### config.mk
export PLATFORM = sky130hd
export DESIGN_NAME = grng_stream_buf
export DESIGN_NICKNAME = d
export VERILOG_FILES = /design/src/rtl/grng_pkg.sv /design/src/rtl/grng_sync_fifo.sv /design/src/rtl/grng_stream_buf.sv
export SDC_FILE = /design/constraint.sdc
export NUM_CORES = 1
export LEC_CHECK = 0
export BUFFER_PORTS_ARGS = -buffer_cell sky130_fd_sc_hd__buf_4
export CAP_MARGIN = 10
export CORE_MARGIN = 10
export CORE_UTILIZATION = 39
export DETAILED_ROUTE_END_ITERATION = 8
export SYNTH_ARGS = -nofsm -noshare
export SYNTH_HDL_FRONTEND = slang
export SYNTH_SLANG_ARGS = --single-unit
### constraint.sdc
create_clock -name clk -period 3.7 [get_ports clk]
set_input_delay 0.185 -clock clk [delete_from_list [all_inputs] [get_ports clk]]
set_output_delay 0.185 -clock clk [all_outputs]
set_load 0.02 [all_outputs]
### src/rtl/grng_pkg.sv
// grng_pkg: shared constants, sample type and helpers for the Gaussian stream buffer.
// Rev 1.0
`default_nettype none

package grng_pkg;

  localparam int GRNG_W   = 16;
  localparam int GRNG_LAT = 6;

  typedef logic signed [15:0] gsample_t;

  function automatic logic [15:0] sat_inc16(input logic [15:0] v);
    return (v == 16'hFFFF) ? v : v + 16'd1;
  endfunction

endpackage

`default_nettype wire

### src/rtl/grng_sync_fifo.sv
// grng_sync_fifo: first-word-fall-through synchronous FIFO, occupancy counter is the only full/empty source.
// Rev 1.0
`default_nettype none

module grng_sync_fifo #(
  parameter int DEPTH = 16,
  parameter int W     = 16
) (
  input  logic                     clk,
  input  logic                     rst,
  input  logic                     push,
  input  logic [W-1:0]             din,
  input  logic                     pop,
  output logic [W-1:0]             dout,
  output logic                     empty,
  output logic                     full,
  output logic [$clog2(DEPTH):0]   level
);

  localparam int AW = $clog2(DEPTH);

  logic [W-1:0]  mem [DEPTH];
  logic [AW-1:0] wr_ptr;
  logic [AW-1:0] rd_ptr;
  logic [AW:0]   cnt;
  logic          do_push;
  logic          do_pop;

  assign empty   = (cnt == '0);
  assign full    = (cnt == (AW+1)'(DEPTH));
  assign do_pop  = pop & ~empty;
  // A full FIFO still accepts a push when the head leaves in the same cycle.
  assign do_push = push & (~full | do_pop);

  always_ff @(posedge clk or negedge rst) begin
    if (!rst) begin
      wr_ptr <= '0;
      rd_ptr <= '0;
      cnt    <= '0;
    end else begin
      if (do_push) wr_ptr <= wr_ptr + AW'(1);
      if (do_pop)  rd_ptr <= rd_ptr + AW'(1);
      case ({do_push, do_pop})
        2'b10:   cnt <= cnt + (AW+1)'(1);
        2'b01:   cnt <= cnt - (AW+1)'(1);
        default: cnt <= cnt;
      endcase
    end
  end

  always_ff @(posedge clk) begin
    if (do_push) mem[wr_ptr] <= din;
  end

  assign dout  = empty ? '0 : mem[rd_ptr];
  assign level = cnt;

endmodule

`default_nettype wire

### src/rtl/grng_stream_buf.sv
// grng_stream_buf: owns the ICDF generator enable, drops pipeline warm-up output and buffers samples
// onto a valid/ready stream. Rev 1.0
`default_nettype none

module grng_stream_buf
  import grng_pkg::*;
#(
  parameter int DEPTH     = 16,
  parameter int LAT       = GRNG_LAT,
  parameter int W         = GRNG_W,
  parameter bit MARGIN_EN = 1'b1
) (
  input  logic                   clk,
  input  logic                   rst,
  input  logic                   run,
  output logic                   en_icdf,
  input  logic [W-1:0]           gauss_in,
  output logic [W-1:0]           dout,
  output logic                   dout_valid,
  input  logic                   dout_ready,
  output logic [$clog2(DEPTH):0] level,
  output logic [15:0]            drop_cnt
);

  localparam int LW  = $clog2(DEPTH) + 1;
  localparam int WCW = $clog2(LAT + 1);

  logic [WCW-1:0] wc;
  logic           afull;
  logic           cap;
  logic           pop;
  logic           fifo_empty;
  logic           fifo_full;
  logic           drop;

  // Two-entry margin: one sample is already in flight when the registered enable drops.
  assign afull = MARGIN_EN ? (level >= LW'(DEPTH - 2)) : 1'b0;
  assign cap   = en_icdf & (wc == WCW'(LAT));
  assign pop   = dout_valid & dout_ready;
  assign drop  = cap & fifo_full & ~pop;

  always_ff @(posedge clk or negedge rst) begin
    if (!rst) begin
      en_icdf  <= 1'b0;
      wc       <= '0;
      drop_cnt <= '0;
    end else begin
      en_icdf <= run & ~afull;
      if (!en_icdf)
        wc <= '0;
      else if (wc != WCW'(LAT))
        wc <= wc + WCW'(1);
      if (drop)
        drop_cnt <= sat_inc16(drop_cnt);
    end
  end

  grng_sync_fifo #(
    .DEPTH (DEPTH),
    .W     (W)
  ) u_fifo (
    .clk   (clk),
    .rst   (rst),
    .push  (cap),
    .din   (gauss_in),
    .pop   (pop),
    .dout  (dout),
    .empty (fifo_empty),
    .full  (fifo_full),
    .level (level)
  );

  assign dout_valid = ~fifo_empty;

endmodule

`default_nettype wire
[Word level (Yosys, flattened, before mapping)]
Memory sizes are Yosys's and may differ from the RTL's.
Cells that the tools add are included.
Cells by class
  add/sub/neg operators: 6
  $lt $le $gt $ge: 1
  equality and inequality tests: 7
  muxes and demuxes: 6
  bitwise logic cells: 13
  reduce and logical (&&, ||, !) cells: 3
Operators with widths (number)
  16-bit by 1-bit adder with 16-bit output (second input constant): 1
  16-bit == test (second input constant): 1
  16-bit two-way mux: 1
  5-bit one-hot mux with 2 select lines: 1
  4-bit by 1-bit adder with 4-bit output (second input constant): 2
  1-bit AND: 7
  3-bit two-way mux: 2
  5-bit by 1-bit adder with 5-bit output (second input constant): 1
  5-bit == test (second input constant): 1
  5-bit by 4-bit greater-or-equal comparator with 1-bit output (second input constant): 1
  5-bit logical NOT: 1
  1-bit NOT: 5
  5-bit by 1-bit subtractor with 5-bit output (second input constant): 1
  3-bit by 1-bit adder with 3-bit output (second input constant): 1
  3-bit == test (second input constant): 1
  3-bit != test (second input constant): 1
  2-bit by 1-bit == test with 1-bit output (second input constant): 1
  2-bit == test (second input constant): 1
  1-bit two-way mux: 2
  2-bit by 1-bit != test with 1-bit output (second input constant): 1
  2-bit AND reduction: 1
  2-bit nonzero test: 1
  1-bit bitwise OR: 1
Word-level totals
  flip-flop bits (word level): 33
  bits in writable memories: 256
  input port bits: 20
  output and inout port bits: 39
  word-level logic and storage cells: 43
  memories: 1
Memory list
  u_fifo.mem: words 16, bits a word 16, read ports 1, clocked after memory_dff 0, wr ports 1, RTL line grng_sync_fifo.sv:22  | logic [W-1:0] mem [DEPTH];

[Depth between registers and ports, before layout]
  depth after elaboration: 8
  gate-level depth with buffers: 12

[Modules after synthesis]
A second synthesis with hierarchy kept.
Second synthesis, totals
  cells, all modules: 598
  area total of the unflattened synthesis: 11680.0 sq um
Modules (own cells, without submodules)
  grng_sync_fifo: instances 1, cells each 505, area an instance 10667.7 sq um, seq. area each 8012.7 sq um
  grng_stream_buf: instances 1, cells each 93, area an instance 1012.2 sq um, seq. area each 500.5 sq um

[Worst setup path after synthesis]
OpenSTA, ideal clock, no wires.
  kind: reg2reg
  start point: register wc[0]
  end point: memory u_fifo.mem[3][0] (enable)
  library setup time: 409 ps
  arrival time: 2640 ps
  required time: 3291 ps
  setup slack: 651 ps
  cell stages (with the launch flop): 7
  clock period less this slack: 3049 ps
  cell sequence: dfrtp_1 inv_1 ha_1 nand3_1 a21oi_1 nand2_1 nor3_1
On the way
  longest elaborated chain between the ends: 5
RTL lines
  from (decl): RTL line grng_stream_buf.sv:28  | logic [WCW-1:0] wc;
  from (signal assigned): RTL line grng_stream_buf.sv:52  | wc <= wc + WCW'(1);
  3-bit == test: RTL line grng_stream_buf.sv:38  | assign cap = en_icdf & (wc == WCW'(LAT));
  1-bit AND: RTL line grng_stream_buf.sv:38
  1-bit AND: RTL line grng_sync_fifo.sv:33  | assign do_push = push & (~full | do_pop);
  1-bit two-way mux: RTL line grng_sync_fifo.sv:52  | if (do_push) mem[wr_ptr] <= din;
  1-bit two-way mux (implied by the code): RTL line grng_sync_fifo.sv:52
  to (decl): RTL line grng_sync_fifo.sv:22
Every way passes these cells.

[Final worst setup path]
  start point: register u_fifo.rd_ptr[0]
  end point: output dout[2]
On the way
  longest elaborated chain between the ends: 2
RTL lines
  from (decl): RTL line grng_sync_fifo.sv:24  | logic [AW-1:0] rd_ptr;
  from (signal assigned): RTL line grng_sync_fifo.sv:42  | if (do_pop) rd_ptr <= rd_ptr + AW'(1);
  memory read 16 x 16 bit
  16-bit two-way mux: RTL line grng_sync_fifo.sv:55  | assign dout = empty ? '0 : mem[rd_ptr];
  to (decl): RTL line grng_stream_buf.sv:18  | output logic [W-1:0] dout,
Every way passes these cells.

==> flow_metrics.env <==
export IMPL_outcome="finished, final reports clean"
export IMPL_antenna_diode_count=0
export IMPL_drt_antenna_violating_nets=0
export IMPL_estimated_wirelength_of_the_detail_placed_design_um=15400
export IMPL_tightestPinTransition_ps=1200
export IMPL_synth_net_count=597
export IMPL_ios=59
export IMPL_synth_seq_area_share=0.731
export IMPL_gr_usage_met3=0.0199
export IMPL_total_leakage_power_nw=4.77
export IMPL_routedWlPerCell_um=22.3
export IMPL_clk_root_buffer_cell="sky130_fd_sc_hd__clkbuf_16"
export IMPL_timing_hold_worst_class="input port to flip-flop"
export IMPL_power_total_mw=9.58
export IMPL_share_of_post_route_cells_with_drive_strength_above_1=0.353
export IMPL_cpLargestDelayFamily="multiplexers"
export IMPL_grtUsageMet1=0.179
export IMPL_synthesis_area_um2=11600
export IMPL_antenna_violations_before_repair=1
export IMPL_whs_ps=95.6
export IMPL_cts_buffers_inserted=30
export IMPL_timing_max_transition_violations_final=0
export IMPL_cts_htree_levels=1
export IMPL_vias=5767
export IMPL_crit_slowest_cell="sky130_fd_sc_hd__dfrtp_4"
export IMPL_global_route_peak_usage_layer="met2"
export IMPL_maxCapViolCount=0
export IMPL_grt_max_degree=37
export IMPL_top_cells_by_area_in_the_synthesized_netlist="sky130_fd_sc_hd__edfxtp_1 (66%), sky130_fd_sc_hd__mux4_2 (15%), sky130_fd_sc_hd__dfrtp_1 (7.1%)"
export IMPL_postCtsSetupBuffers=0
export IMPL_synthesis_yosys_warnings=0
export IMPL_placer_congestion=0.788
export IMPL_worst_ep_arrival_time_ps=3070
export IMPL_post_synth_top_flop="sky130_fd_sc_hd__edfxtp_1"
export IMPL_cts_sinks=289
export IMPL_timing_critical_path_slowest_cell_delay_ps=840
export IMPL_clock_tree_from_tritoncts="done"
export IMPL_routed_wirelength_um=24500
export IMPL_crit_path_cell_trace="buf_4 > mux4_2 > mux4_2 > and2_1 > buf_4"
export IMPL_cts_repair_resized=0
export IMPL_die_h_um=193
export IMPL_clock_skew_ps=13.8
export IMPL_final_setup_viol_count=0
export IMPL_fin_setup_tns_ps=0
export IMPL_die_w_um=193
export IMPL_critPathMaxFanout=31
export IMPL_synth_top_cells_by_count="sky130_fd_sc_hd__edfxtp_1 (256), sky130_fd_sc_hd__mux4_2 (80), sky130_fd_sc_hd__dfrtp_1 (33)"
export IMPL_p_per_area_nw_per_um2=686
export IMPL_first_iter_violations=505
export IMPL_regToRegStartpoint="u_fifo.level[1]$_DFFE_PN0P_"
export IMPL_critPathCaptureType="primary output"
export IMPL_placementRows=63
export IMPL_multiInputGateArea_um2=2970
export IMPL_cp_buf_inv_count=2
export IMPL_seqCellArea_um2=8520
export IMPL_drc=0
export IMPL_yosys_area_top_type_share=0.660
export IMPL_use_met2=0.220
export IMPL_synth_enable_flop_cells=256
export IMPL_hold_viol_final=0
export IMPL_area_growth_synth_to_final_pct=20.0
export IMPL_number_of_fill_cells_in_the_layout=2466
export IMPL_post_place_ws_ps=903
export IMPL_grtUsageTotal=0.133
export IMPL_core_area_um2=29600
export IMPL_detail_route_vias_per_cell=5.25
export IMPL_setup_ws_ps=443
export IMPL_timing_slew_headroom=0.201
export IMPL_grt_pass1_vias=6198
export IMPL_grt_pass1_wl_um=37600
export IMPL_io_buffer_count=58
export IMPL_syn_instance_count=567
export IMPL_grt_overflow_total=0
export IMPL_dieArea_um2=37200
export IMPL_post_synthesis_area_per_instance_um2=20.5
export IMPL_final_min_clock_period_ps=3260
export IMPL_timing_setup_critical_path_class="flip-flop to primary output"
export IMPL_rsz0062_at_grt="false"
export IMPL_timing_hold_worst_start="dout_ready"
export IMPL_initial_core_util=0.394
export IMPL_firstDrtPassIters=5
export IMPL_clkTransAtPathRegs_ps=60
export IMPL_maxClockFrequency_mhz=307
export IMPL_setup_worst_path_start_class="flip-flop"
export IMPL_clockBufferDepth=3
export IMPL_peakVddDrop_mv=0.532
export IMPL_synth_largest_area_cell="sky130_fd_sc_hd__edfxtp_1"
export IMPL_layout_nets=715
export IMPL_yosys_cell_types_count=50
export IMPL_critical_path_startpoint="u_fifo.rd_ptr[0]$_DFFE_PN0P_"
export IMPL_crit_required_ps=3510
export IMPL_clk_latency_ps=550
export IMPL_postSynthRegisterBits=289
export IMPL_synthMostInstantiatedCell="sky130_fd_sc_hd__edfxtp_1"
export IMPL_final_min_period_over_clock_period=0.880
export IMPL_ffs_w_async_s_r_synth=0.114
[layer usage]
metal,routed length (um),share of wire
met5,0,0
met4,658,0.027
met3,1250,0.051
met2,12100,0.49
met1,10500,0.43
[sequential cells by signal (all words and copies together), names as in the netlist]
name and flops:
u_fifo.mem 256, drop_cnt 16, u_fifo.level 5, u_fifo.rd_ptr 4, u_fifo.wr_ptr 4, wc 3, en_icdf 1
[path summary, 6_finish.rpt]
check	to	slack, ps	depth (start not counted)
max in group asynchronous	u_fifo.rd_ptr[0]$_DFFE_PN0P_	3210	2
max reg2reg	u_fifo.level[4]$_DFFE_PN0P_	890	9
min reg2reg	drop_cnt[6]$_DFFE_PN0P_	520	1
min in group asynchronous	drop_cnt[11]$_DFFE_PN0P_	140	2
min	u_fifo.rd_ptr[1]$_DFFE_PN0P_	100	4
max	dout[2]	440	5
[cell type report]
type	count	share of cell area
timing repair buffer	111	0.0647
clock inverter	25	0.0196
tap	390	0.0349
sequential	289	0.610
multi-input combinational	243	0.213
inverter	10	0.00269
clock buffer	31	0.0555
[tightest hold or removal path, stage by stage]
cell and delay, ps:
sky130_fd_sc_hd__buf_4 150, sky130_fd_sc_hd__and2_1 160, sky130_fd_sc_hd__nand2_1 70, sky130_fd_sc_hd__nand2_1 40
[metrics by stage]
step | cells | instance area [um2] | utilization
after floorplan | 567 | 11600 | -
after global placement | 1025 | 12700 | 0.431
after detailed placement | 1025 | 12700 | 0.431
after CTS | 1099 | 14000 | 0.473
after global routing | 1099 | 14000 | 0.473
final | 1099 | 14000 | 0.473
[report_power, final]
| part | total (mW) | leakage [nW] | internal [mW] | switching, mW |
|---|---|---|---|---|
| Sequential | 3.90 | 2.73 | 3.61 | 0.287 |
| Clock | 3.13 | 0.512 | 1.88 | 1.25 |
| Combinational | 2.55 | 1.52 | 1.42 | 1.14 |
[placed cells by master, fill, tap and decap left out, types with 3 or more instances in the layout]
| master | Yosys | layout |
|---|---|---|
| sky130_fd_sc_hd__nand4_1 | 6 | 6 |
| sky130_fd_sc_hd__nor3_1 | 7 | 3 |
| sky130_fd_sc_hd__nand3_1 | 8 | 8 |
| sky130_fd_sc_hd__mux4_2 | 80 | 80 |
| sky130_fd_sc_hd__o21a_1 | 3 | 3 |
| sky130_fd_sc_hd__bufinv_16 | 0 | 5 |
| sky130_fd_sc_hd__dfrtp_1 | 33 | 31 |
| sky130_fd_sc_hd__edfxtp_1 | 256 | 256 |
| sky130_fd_sc_hd__buf_4 | 0 | 91 |
| sky130_fd_sc_hd__dlygate4sd3_1 | 0 | 18 |
| sky130_fd_sc_hd__o21ai_0 | 3 | 3 |
| sky130_fd_sc_hd__a21oi_1 | 3 | 3 |
| sky130_fd_sc_hd__nand2b_1 | 3 | 3 |
| sky130_fd_sc_hd__nor2_1 | 20 | 18 |
| sky130_fd_sc_hd__xnor2_1 | 19 | 19 |
| sky130_fd_sc_hd__ha_1 | 10 | 10 |
| sky130_fd_sc_hd__clkinv_1 | 0 | 3 |
| sky130_fd_sc_hd__xor2_1 | 5 | 5 |
| sky130_fd_sc_hd__inv_1 | 8 | 8 |
| sky130_fd_sc_hd__nor3_2 | 2 | 6 |
| sky130_fd_sc_hd__and2_1 | 20 | 20 |
| sky130_fd_sc_hd__clkinv_2 | 0 | 9 |
| sky130_fd_sc_hd__clkbuf_16 | 0 | 31 |
| sky130_fd_sc_hd__a31oi_1 | 3 | 3 |
| sky130_fd_sc_hd__and3_1 | 5 | 5 |
| sky130_fd_sc_hd__clkinvlp_4 | 0 | 4 |
| sky130_fd_sc_hd__nand2_1 | 20 | 20 |
[logic make-up (layout without fill, tap and decap cells)]
group | count (synthesis) | after routing | share of synthesized area
buf+inv | 35 | 177 | 0.0159
flops | 289 | 289 | 0.731
mux | 84 | 84 | 0.158
fa+ha+maj | 10 | 10 | 0.0107
simple gates | 101 | 101 | 0.0483
xor+xnor | 24 | 24 | 0.0180
compound gates | 24 | 24 | 0.0176
[what timing repair did]
action / CTS / global route
endpoints found under the setup margin: 0 / 0
endpoints found under the hold margin: 290 / 0
hold buffers: 18 / 0
No activity file was read; power rests on OpenSTA's default activity.
